### src/rtl/perip_uart_tx_if.sv
// Peripheral bus bundle between the core (master) and the UART transmitter (slave).
interface perip_uart_tx_if;
    logic [31:0] perip_addr;
    logic        perip_wen;
    logic [1:0]  perip_mask;
    logic [31:0] perip_wdata;
    logic [31:0] perip_rdata;
    logic        hit;

    modport master (
        output perip_addr, perip_wen, perip_mask, perip_wdata,
        input  perip_rdata, hit
    );

    modport slave (
        input  perip_addr, perip_wen, perip_mask, perip_wdata,
        output perip_rdata, hit
    );
endinterface

### src/rtl/perip_uart_tx.sv
// Memory-mapped UART transmitter with TX FIFO; 8N1 by default, 8E1 when
// PERIP_UART_PARITY_EN is defined.
module perip_uart_tx #(
    parameter logic [31:0] BASE_ADDR   = 32'h8020_0000,
    parameter int unsigned FIFO_DEPTH  = 8,
    parameter logic [15:0] DEFAULT_DIV = 16'd868
) (
    input  logic              clk,
    input  logic              rst_n,
    perip_uart_tx_if.slave    bus,
    output logic              uart_tx,
    output logic              tx_irq
);
    localparam int unsigned AW = $clog2(FIFO_DEPTH);
    localparam int unsigned CW = AW + 1;

    typedef enum logic [2:0] {S_IDLE, S_START, S_DATA, S_PAR, S_STOP} state_e;

    state_e          state_q;
    logic [15:0]     baud_cnt_q;
    logic [2:0]      bit_idx_q;
    logic [7:0]      shift_q;
    logic            uart_tx_q;
`ifdef PERIP_UART_PARITY_EN
    logic            par_q;
`endif
    logic [15:0]     baud_q;
    logic            ovf_q;
    logic [CW-1:0]   count_q, count_d;
    logic [AW-1:0]   rd_ptr_q, wr_ptr_q;
    logic [7:0]      mem_q [FIFO_DEPTH];

    logic [1:0]      reg_sel;
    logic            wr_en, push_req, push, pop;
    logic            full, empty, busy, bit_end;
    logic [15:0]     div_eff, bit_load;
    logic [7:0]      fifo_head;
    logic            unused_bus;

    assign bus.hit    = (bus.perip_addr[31:4] == BASE_ADDR[31:4]);
    assign reg_sel    = bus.perip_addr[3:2];
    assign wr_en      = bus.hit && bus.perip_wen;
    assign push_req   = wr_en && (reg_sel == 2'd0) && (bus.perip_addr[1:0] == 2'b00);
    assign full       = (count_q == CW'(FIFO_DEPTH));
    assign empty      = (count_q == '0);
    assign push       = push_req && !full;
    assign busy       = (state_q != S_IDLE);
    assign bit_end    = (baud_cnt_q == '0);
    // STOP pops directly into the next START so frames run back to back.
    assign pop        = !empty && ((state_q == S_IDLE) || ((state_q == S_STOP) && bit_end));
    assign div_eff    = (baud_q == '0) ? 16'd1 : baud_q;
    assign bit_load   = div_eff - 16'd1;
    assign fifo_head  = mem_q[rd_ptr_q];
    assign unused_bus = ^{bus.perip_mask, bus.perip_wdata[31:16]};

    assign uart_tx = uart_tx_q;
    assign tx_irq  = empty && !busy;

    always_comb begin
        count_d = count_q;
        case ({push, pop})
            2'b10:   count_d = count_q + CW'(1);
            2'b01:   count_d = count_q - CW'(1);
            default: count_d = count_q;
        endcase
    end

    always_comb begin
        bus.perip_rdata = '0;
        if (bus.hit) begin
            case (reg_sel)
                2'd1:    bus.perip_rdata = {24'd0, 4'(count_q), ovf_q, empty, full, busy};
                2'd2:    bus.perip_rdata = {16'd0, baud_q};
                default: bus.perip_rdata = '0;
            endcase
        end
    end

    always_ff @(posedge clk) begin
        if (push) mem_q[wr_ptr_q] <= bus.perip_wdata[7:0];
    end

    always_ff @(posedge clk or negedge rst_n) begin
        if (!rst_n) begin
            count_q  <= '0;
            rd_ptr_q <= '0;
            wr_ptr_q <= '0;
            ovf_q    <= 1'b0;
            baud_q   <= DEFAULT_DIV;
        end else begin
            count_q <= count_d;
            if (push) wr_ptr_q <= wr_ptr_q + AW'(1);
            if (pop)  rd_ptr_q <= rd_ptr_q + AW'(1);
            if (push_req && full)
                ovf_q <= 1'b1;
            else if (wr_en && (reg_sel == 2'd1) && bus.perip_wdata[3])
                ovf_q <= 1'b0;
            if (wr_en && (reg_sel == 2'd2)) baud_q <= bus.perip_wdata[15:0];
        end
    end

    // uart_tx follows the state one clock later, giving pop at E+1 and start bit at E+2.
    always_ff @(posedge clk or negedge rst_n) begin
        if (!rst_n) begin
            state_q    <= S_IDLE;
            baud_cnt_q <= '0;
            bit_idx_q  <= '0;
            shift_q    <= '0;
            uart_tx_q  <= 1'b1;
`ifdef PERIP_UART_PARITY_EN
            par_q      <= 1'b0;
`endif
        end else begin
            case (state_q)
                S_IDLE: begin
                    uart_tx_q <= 1'b1;
                    if (pop) begin
                        shift_q    <= fifo_head;
`ifdef PERIP_UART_PARITY_EN
                        par_q      <= ^fifo_head;
`endif
                        baud_cnt_q <= bit_load;
                        state_q    <= S_START;
                    end
                end
                S_START: begin
                    uart_tx_q <= 1'b0;
                    if (bit_end) begin
                        baud_cnt_q <= bit_load;
                        bit_idx_q  <= '0;
                        state_q    <= S_DATA;
                    end else begin
                        baud_cnt_q <= baud_cnt_q - 16'd1;
                    end
                end
                S_DATA: begin
                    uart_tx_q <= shift_q[0];
                    if (bit_end) begin
                        baud_cnt_q <= bit_load;
                        shift_q    <= shift_q >> 1;
                        if (bit_idx_q == 3'd7) begin
`ifdef PERIP_UART_PARITY_EN
                            state_q <= S_PAR;
`else
                            state_q <= S_STOP;
`endif
                        end else begin
                            bit_idx_q <= bit_idx_q + 3'd1;
                        end
                    end else begin
                        baud_cnt_q <= baud_cnt_q - 16'd1;
                    end
                end
`ifdef PERIP_UART_PARITY_EN
                S_PAR: begin
                    uart_tx_q <= par_q;
                    if (bit_end) begin
                        baud_cnt_q <= bit_load;
                        state_q    <= S_STOP;
                    end else begin
                        baud_cnt_q <= baud_cnt_q - 16'd1;
                    end
                end
`endif
                S_STOP: begin
                    uart_tx_q <= 1'b1;
                    if (bit_end) begin
                        baud_cnt_q <= bit_load;
                        if (pop) begin
                            shift_q <= fifo_head;
`ifdef PERIP_UART_PARITY_EN
                            par_q   <= ^fifo_head;
`endif
                            state_q <= S_START;
                        end else begin
                            state_q <= S_IDLE;
                        end
                    end else begin
                        baud_cnt_q <= baud_cnt_q - 16'd1;
                    end
                end
                default: begin
                    uart_tx_q <= 1'b1;
                    state_q   <= S_IDLE;
                end
            endcase
        end
    end
endmodule

### src/flat_wrapper.sv
// flat-port wrapper written by rule: the top's interface ports become plain ports
module perip_uart_tx_flat 
#(
    parameter logic [31:0] BASE_ADDR   = 32'h8020_0000,
    parameter int unsigned FIFO_DEPTH  = 8,
    parameter logic [15:0] DEFAULT_DIV = 16'd868
)
  (clk, rst_n, uart_tx, tx_irq, bus_perip_addr, bus_perip_wen, bus_perip_mask, bus_perip_wdata, bus_perip_rdata, bus_hit);
  perip_uart_tx_if bus_i ();
  input  logic clk;
  input  logic rst_n;
  output logic uart_tx;
  output logic tx_irq;
  input wire logic [$bits(bus_i.perip_addr)-1:0] bus_perip_addr;
  input wire logic [$bits(bus_i.perip_wen)-1:0] bus_perip_wen;
  input wire logic [$bits(bus_i.perip_mask)-1:0] bus_perip_mask;
  input wire logic [$bits(bus_i.perip_wdata)-1:0] bus_perip_wdata;
  output wire logic [$bits(bus_i.perip_rdata)-1:0] bus_perip_rdata;
  output wire logic [$bits(bus_i.hit)-1:0] bus_hit;
  assign bus_i.perip_addr = bus_perip_addr;
  assign bus_i.perip_wen = bus_perip_wen;
  assign bus_i.perip_mask = bus_perip_mask;
  assign bus_i.perip_wdata = bus_perip_wdata;
  assign bus_perip_rdata = bus_i.perip_rdata;
  assign bus_hit = bus_i.hit;
  perip_uart_tx #(.BASE_ADDR(BASE_ADDR), .FIFO_DEPTH(FIFO_DEPTH), .DEFAULT_DIV(DEFAULT_DIV)) u_core (.clk(clk), .rst_n(rst_n), .bus(bus_i), .uart_tx(uart_tx), .tx_irq(tx_irq));
endmodule
### config.mk
export PLATFORM = sky130hd
export DESIGN_NAME = perip_uart_tx_flat
export DESIGN_NICKNAME = d
export VERILOG_FILES = /design/src/rtl/perip_uart_tx_if.sv /design/src/rtl/perip_uart_tx.sv /design/src/flat_wrapper.sv
export SDC_FILE = /design/constraint.sdc
export NUM_CORES = 1
export LEC_CHECK = 0
export CAP_MARGIN = 10
export CORE_ASPECT_RATIO = 0.5
export CORE_MARGIN = 3
export CORE_UTILIZATION = 58
export CTS_BUF_LIST = sky130_fd_sc_hd__clkbuf_16
export DETAILED_ROUTE_END_ITERATION = 8
export HOLD_SLACK_MARGIN = 0.1
export PLACE_DENSITY = 0.86
export SYNTH_ARGS = -nofsm -noshare
export SYNTH_HDL_FRONTEND = slang
export SYNTH_SLANG_ARGS = --single-unit
export TNS_END_PERCENT = 30
### constraint.sdc
create_clock -name clk -period 5.07 [get_ports clk]
set_clock_uncertainty 0.1 [all_clocks]
set_input_delay 1.014 -clock clk [delete_from_list [all_inputs] [get_ports clk]]
set_output_delay 1.014 -clock clk [all_outputs]
set_load 0.01 [all_outputs]
==> impl.org, run 1 <==
** Floorplanning
- Area enclosed by the die boundary :: 12100 um2
- The initial utilization of the core area, before any placement, comes to 0.603.
- Core Footprint :: 10300 um2
- Number of top-level pins :: 104
- The floorplan has 26 rows.
- Die height :: 79.2 um
- The die is 152 um wide.

** Finish
- Share of cells above drive strength 1 :: 0.164
- Fin nets :: 648
- From synthesis to final layout, the design area changed by 21.4%.
- Number of diodes :: 0
- Final core utilization :: 0.732

** Clock network
- Number of buffers on the longest clock path :: 2
- The tree is rooted in a clkbuf_16.
- Setup repair bufs after CTS :: 0
- TritonCTS built the clock tree.
- After clock tree synthesis, the repair step resized 0 gates.
- Num CTS Buffers :: 17
- H-tree lvl count :: 4
- After clock tree synthesis, the clock-pin slew on the worst setup and hold paths is 0.06 ns.
- Hold repair after CTS inserted 0 buffers.
- Worst skew pair latency :: 0.42 ns
- CTS sink count :: 122

** Routing
- WL/cell :: 20.2 um
- Number of antenna-violating nets in the routed design :: 0
- Wires add up to 14600 um.
- Summed over all nets, wire length on met2 after detailed routing comes to 6960 um.
- Top layer reached by signal wires :: met4
- Initial DRC Count :: 308
- In the routed layout, each cell is associated on average with a via count of 6.17.
- Sum of routed wire segments on met1 :: 6440 um
- Detailed routing inserted a total of 4443 vias.
- Detailed routing placed a total of 813 um of wire on met3.
- In the routed design, unresolved DRC markers number 0.
- The first TritonRoute pass finished after 5 iterations.

** Synthesis
- Yosys printed 0 warnings.
- The synthesized netlist contains 64 unique library cells.
- Largest area contributor in the synthesized netlist :: edfxtp_1
- The cell area that synthesis handed to floorplanning was 6220 um2.
- Area fraction of the dominant cell type after synthesis :: 0.309
- Counting flops with a built-in enable in the synthesized netlist gives 64.
- Dominant register cell in the synthesized netlist :: edfxtp_1
- List of most frequent post-synthesis cells :: edfxtp_1, dfrtp_1, nand2_1
- Ranked by total cell area, the synthesized netlist is headed by edfxtp_1, dfrtp_1, mux4_2, mux2_2, dfstp_2.
- Register area share after synthesis :: 0.544
- After synthesis the netlist holds a flip-flop and latch count of 122.
- edfxtp_1 is the most common cell in the netlist.
- In the synthesized netlist, the number of instances is 497.
- Post-synth ARST share :: 0.475
- Average size of a mapped cell :: 12.5 um2

** Timing
- Final worst-path cycle share :: 0.850
- The smallest clock period supported by the final layout is computed as 4.31 ns.
- Worst Max-Slew Pin Slew :: 1.04 ns
- Final number of hold-violating endpoints :: 0
- Setup repair after global routing left no endpoint under its margin.
- Headroom to the max-slew limit :: 0.310
- The number of pins exceeding their max-slew limit in the final report was 0.
- Upper clock frequency limit :: 0.232 GHz
- Hold timing on the final database bottoms out at a slack of 0.397 ns.
- Summed negative setup slack over all endpoints :: 0 ns
- Total setup violations reported at the end of the flow :: 0
- Setup slack closes at 0.758 ns.

** Critical path
- In this design, the critical path's most frequently occurring cell is clkdlybuf4s50_1.
- Crit path launch :: bus_perip_addr[14]
- In this run the critical register-to-register path is launched from u_core.baud_cnt_q[0]$_DFFE_PN0P_.
- Data arrival, critical path :: 3.20 ns
- The worst register-to-register path has a depth of 12.
- Together, buffers and inverters on the worst path number 3.
- The worst setup path is launched from an input port.
- For the worst setup path, the data required time is 3.96 ns.
- CP Capture Point :: bus_perip_rdata[0]
- The worst register-to-register path ends at u_core.count_q[2]$_DFFE_PN0P_.
- Maximum fanout encountered on the critical timing path :: 17
- For this run, the slowest stage of the critical path takes 0.59 ns.
- Start-to-end type of the worst setup path :: in2out
- Crit-path leading delay family :: buffers and inverters
- Critical path's slowest cell :: clkdlybuf4s50_1
- Setup slack on the worst reg-to-reg path comes out at 1.13 ns.
- The worst setup path is captured at an output pin.
- Number of logic stages on the critical path including buffering :: 8
- Critical path cell sequence :: clkdlybuf4s50_1, nor4_1, nand4_1, nor2_1, buf_4, nand2_1, a21oi_1, clkdlybuf4s50_1

** Power
- In this run the static leakage power is 0.00304 uW.
- IR analysis of the VDD net gives a maximum drop of 0.263 mV.
- Pwr Density :: 307 nW/um2
- After layout, the design draws a total of 2320 uW.

** Placement
- Detailed placement ended at an HPWL of 9170 um.
- Count of input and output buffers :: 69
- The congestion estimate from routability-driven global placement came to 0.902.
- Timing analysis after detailed placement gives a worst setup slack of 0.808 ns.

** GRT
- Largest net degree at the start of global routing :: 59
- The number of global-route vias before repair is 4365.
- The first global-routing pass estimated 23300 um of wire.
- For this run the aggregate overflow at the end of global routing stands at 0.
- The number of antenna violations at the first check in global routing came to 0.
- For this run, the total global-route usage over all layers was measured as 0.252.

** Outcome
- The flow ran to the end, and the final reports show no timing, DRC or antenna violations.

** Min path
- Type of the most critical hold path :: reg2reg
- Hold Path Depth :: 1

** Job
- Max-cap violations :: 0
[cells by family after synthesis]
logic type,after synthesis,share of synthesized area
and+or+nand+nor,155,0.136
DFF,122,0.544
AOI/OAI and AO/OA,81,0.0909
muxes,56,0.133
buffers and inverters,50,0.0430
xor gates and xnor gates,19,0.0268
adders and majority gates,13,0.0257
other,1,0.000603
[layout by cell type, fill, tap and decap left out, drive strengths merged, types with 5 or more instances in the layout]
master	count
clkdlybuf4s50	68
edfxtp	64
dfrtp	52
mux2	30
nand2	29
nor2	28
o21ai	19
a21oi	18
nor4	17
clkbuf	17
mux4	16
conb	16
nand3	14
and3	14
ha	12
xor2	11
nor3	11
inv	11
mux2i	10
or4	10
buf	9
clkinv	9
nor2b	8
xnor2	8
a22oi	7
nor3b	6
dfstp	6
nand4	5
[layout make-up]
class                      count  area, um2
tap                          140        175
clock inverter                15        160
clock buffer                  17        425
fill                         633       2760
sequential                   122       3380
multi-input combinational    340       2630
timing repair buffer          77        746
inverter                       9       33.8
[per-stage QoR]
stage	instance area (um2)	std cells
2_1_floorplan	6280	512
5_1_grt	7550	720
3_5_place_dp	6960	688
4_1_cts	7550	720
6_report	7550	720
3_3_place_gp	6960	688
[flip-flops by register name, summed over array words and instances (netlist names)]
signal,flops
u_core.baud_cnt_q,16
u_core.baud_q,16
u_core.bit_idx_q,3
u_core.count_q,4
u_core.mem_q,64
u_core.ovf_q,1
u_core.rd_ptr_q,3
u_core.shift_q,8
u_core.state_q,3
u_core.uart_tx,1
u_core.wr_ptr_q,3
[layer usage]
metal	vias up	track usage
met2	153	0.408
met1	2240	0.332
li1	2013	-
met3	37	0.0566
met4	0	0.111
met5	-	0
[power breakdown]
group	switching (uW)	internal, uW
registers	0.0709	1050
clock network	439	762
logic	33.3	36.9
total	473	1840
[how the worst min path moves through the flow]
stage	start	slack, ns	to
2_1_floorplan	u_core.bit_idx_q[2]$_DFFE_PN0P_	0.36	u_core.bit_idx_q[2]$_DFFE_PN0P_
3_3_place_gp	u_core.bit_idx_q[2]$_DFFE_PN0P_	0.37	u_core.bit_idx_q[2]$_DFFE_PN0P_
3_5_place_dp	u_core.bit_idx_q[2]$_DFFE_PN0P_	0.38	u_core.bit_idx_q[2]$_DFFE_PN0P_
4_1_cts	u_core.bit_idx_q[2]$_DFFE_PN0P_	0.40	u_core.bit_idx_q[2]$_DFFE_PN0P_
5_1_grt	u_core.bit_idx_q[2]$_DFFE_PN0P_	0.41	u_core.bit_idx_q[2]$_DFFE_PN0P_
6_report	u_core.bit_idx_q[2]$_DFFE_PN0P_	0.40	u_core.bit_idx_q[2]$_DFFE_PN0P_
No activity file was read; power rests on OpenSTA's default activity.
==> run 2: changes to the inputs <==
- CORE_ASPECT_RATIO: 0.5 -> 1.1
- CORE_UTILIZATION: 58 -> 54
- PLACE_DENSITY: 0.86 -> 0.81
- clock period: 5.07 -> 4 ns (I/O delays scaled with it)
==> run 2 against run 1 <==
  * Critical path depth up 5
  * Worst setup slack worse by 0.49 ns
  * Routed wire length down 1.3%
  * Final cell count up 2.4%
  * Critical path type is now reg2reg
  * Critical endpoint is now u_core.count_q[2]$_DFFE_PN0P_
  * Largest power group unchanged
==> impl.org, run 2 (synthesized netlist as in run 1, its figures left out) <==
** Clock network
- The number of setup buffers added after CTS came to 0 (unchanged).
- Post-CTS resize count :: 0 (unchanged)
- Number of hold buffers added after cts :: 0 (unchanged)
- CTS sink count :: 122 (unchanged)
- The root buffer cell chosen for the clock tree is clkbuf_16.
- The maximum level of the CTS H-tree is 4 (unchanged).
- The maximum buffer depth of the clock tree came to 2 (unchanged).
- The CTS buffer count is 17 (unchanged).
- The clock input transition at the sequential cells of the worst setup and hold paths was 0.06 ns (about the same).
- The insertion delay to the later sink of the worst-skew pair was 0.42 ns (about the same).
- CTS tree :: yes

** Power
- The combinational power share came to 0.031 (about the same).
- Worst voltage drop across the vdd grid :: 0.274 mV (+4.1%)
- The reported leakage power came to 0.00308 uW (+1.6%).
- Switching power share of the total :: 0.226 (+0.0215)
- Clock network power share :: 0.513 (-0.005)
- The ratio of total power to cell area came to 381 nW/um2 (+24%).
- Total power :: 2910 uW (+25%)
- The internal power came to 2250 uW (+22%).
- Sequential Power Share :: 0.456 (+0.005)
- The switching component of the power was 655 uW (+39%).

** Timing
- Headroom to the max-slew limit :: 0.290 (-0.0201)
- Setup repair after global routing left no endpoint under its margin.
- The pin slew with the least headroom to its limit was 1.07 ns (+0.0302 ns).
- Total setup violations reported at the end of the flow :: 0 (unchanged)
- Of the available clock period, the critical path in the final layout requires 0.934.
- Worst Setup Slack, final :: 0.265 ns (-0.493 ns)
- The number of pins exceeding their max-slew limit in the final report was 0 (unchanged).
- Summed negative setup slack over all endpoints :: 0 ns (unchanged)
- Final number of hold-violating endpoints :: 0 (unchanged)
- Minimum period implied by the final worst setup slack :: 3.74 ns
- Derived from the worst setup path, the maximum achievable clock frequency is 0.268 GHz.

** Finish
- Number of diodes :: 0 (unchanged)
- In the layout the commonest cells are clkdlybuf4s50_1, edfxtp_1, dfrtp_1.
- The proportion of layout cells with a drive suffix above 1 came to 0.188 (+0.0243).
- Most common cell after layout, fill and taps aside :: clkdlybuf4s50_1
- Largest regs :: u_core.mem_q x64, u_core.baud_cnt_q x16, u_core.baud_q x16
- The count of nets after finishing came to 658 (+1.5%).
- Compared with the post-synthesis result, the final layout area differs by 22.6%.
- Flip-flop count of the largest register, all copies and words added :: 64 (unchanged)
- More flip-flops sit in one register than any other, and that register is u_core.mem_q.

** GRT
- Overall overflow remaining after global route :: 0 (unchanged)
- The global-route wire length before repair came to 23600 um (+1.2%).
- All-layer global routing usage :: 0.240 (-0.0120)
- The number of global-route vias before repair was 4598 (+5.3%).
- The number of antenna violations at the first check in global routing was 0 (unchanged).
- The maximum number of pins on one net before global-route repair is 45 (-24%).

** Routing
- The ratio of routed vias to standard cells is 6.19 (+0.24%).
- Initial DRC Count :: 392 (+27%)
- The total via count in the routed design was 4559 (+2.6%).
- The average wire length per cell after detail routing is 19.5 um (-3.6%).
- Routed wire length :: 14400 um (-1.3%)
- Count of TritonRoute iterations in the first routing pass :: 5 (unchanged)
- The number of remaining DRC errors came to 0 (unchanged).
- The number of routed nets with antenna violations came to 0 (unchanged).

** Placement
- The detailed placer's ending HPWL came to 9620 um (+4.9%).
- The worst setup slack after placement came to 0.290 ns (-0.519 ns).
- Gpl congestion :: 0.824 (-8.7%)
- The number of input and output port buffers inserted is 69 (unchanged).

** Critical path
- Endpoint kind of the worst setup timing path :: flip-flop
- Maximum fanout encountered on the critical timing path :: 11 (-6)
- Maximum single-stage delay on the critical path :: 0.64 ns (+0.05 ns)
- Data arrival, critical path :: 3.93 ns (+0.73 ns)
- Walking the worst path, the cells encountered are inv_1, ha_1, or3b_2, or4_4, a2111oi_4, buf_4, ha_1, xor2_1, ha_1, a21oi_1, xor2_1, nor2_1, xor2_1.
- Required time reported for the critical path endpoint :: 4.20 ns (+0.24 ns)
- Startpoint types :: flip-flop
- The setup path with the least slack is of type reg2reg.
- On the critical path, the stage with the largest delay is an instance of or4_4.
- Crit path launch :: u_core.baud_cnt_q[0]$_DFFE_PN0P_
- The startpoint identified for the worst register-to-register timing path is u_core.baud_cnt_q[0]$_DFFE_PN0P_.

** Floorplanning
- The area of the die was 12800 um2 (+6.3%).
- The number of ports placed on the die boundary was 104 (unchanged).
- Die width :: 108 um (-29%)
- The number of standard-cell rows in the floorplan came to 40 (+54%).
- Initial standard-cell utilization of the core :: 0.562 (-0.0408)
- The die span in y came to 119 um (+50%).
- Core Footprint :: 11100 um2 (+7.3%)

** Outcome
- The run finished with clean final reports.

** Job
- The max-capacitance violation count came to 0 (unchanged).

** Min path
- Hold path start :: u_core.bit_idx_q[2]$_DFFE_PN0P_
- Type of the most critical hold path :: reg2reg
[run 2: cell types whose count changed in the layout (fill, tap and decap cells not counted), sizes merged]
cell    delta
inv        +7
clkinv     -5
bufinv     -2
buf       +10
[run 2: critical path: cells and delay by family (launching register included)]
| kind | cells | cell delay (ns) |
|---|---|---|
| fa+ha+maj | 3 | 0.63 |
| buf+inv | 2 | 0.28 |
| simple gates | 3 | 1.21 |
| xor+xnor | 3 | 0.41 |
| compound gates | 2 | 0.57 |
| flops | 1 | 0.43 |
[run 2: path summary, 6_finish.rpt]
check | endpoint | slack, ns | cells after the start
worst max-delay path | u_core.count_q[2]$_DFFE_PN0P_ | 0.26 | 13
worst min-delay path | u_core.bit_idx_q[2]$_DFFE_PN0P_ | 0.41 | 1
worst max register to register | u_core.count_q[2]$_DFFE_PN0P_ | 0.26 | 13
worst min register to register | u_core.bit_idx_q[2]$_DFFE_PN0P_ | 0.41 | 1
max in group asynchronous | u_core.uart_tx$_DFF_PN1_ | 2.51 | 2
min in group asynchronous | u_core.baud_cnt_q[14]$_DFFE_PN0P_ | 0.45 | 1
[run 2: metrics by stage]
stage          instances  hold WS, ns  cell area [um2]   util
6_report             737        0.409             7630  0.690
3_5_place_dp         705        0.396             7050  0.637
4_1_cts              737        0.411             7630  0.690
3_3_place_gp         705        0.367             7050  0.637
2_1_floorplan        512        0.356             6280      -
5_1_grt              737        0.415             7630  0.690
[run 2: layout make-up]
cell class	count	area [um2]
well taps	147	184
multi-input cells	340	2630
repair buffers	87	821
clock buffers	17	425
inverters	9	33.8
fillers	734	3430
clock inverters	15	155
flip-flops and latches	122	3380
[run 2: power groups by stage]
stage                     combinational (uW)  clock (uW)  sequential [uW]
after CTS                               90.9        1510             1320
final                                   90.3        1490             1320
after global placement                  87.5           0             1350
after global routing                    99.9        1570             1320
after detailed placement                90.7           0             1350
after floorplan                         26.8           0             1350
[run 2: per-layer routing]
layer,share of wire,global-route usage
met5,0,0
met4,0.018,0.0931
met1,0.39,0.303
met3,0.068,0.0601
met2,0.52,0.396
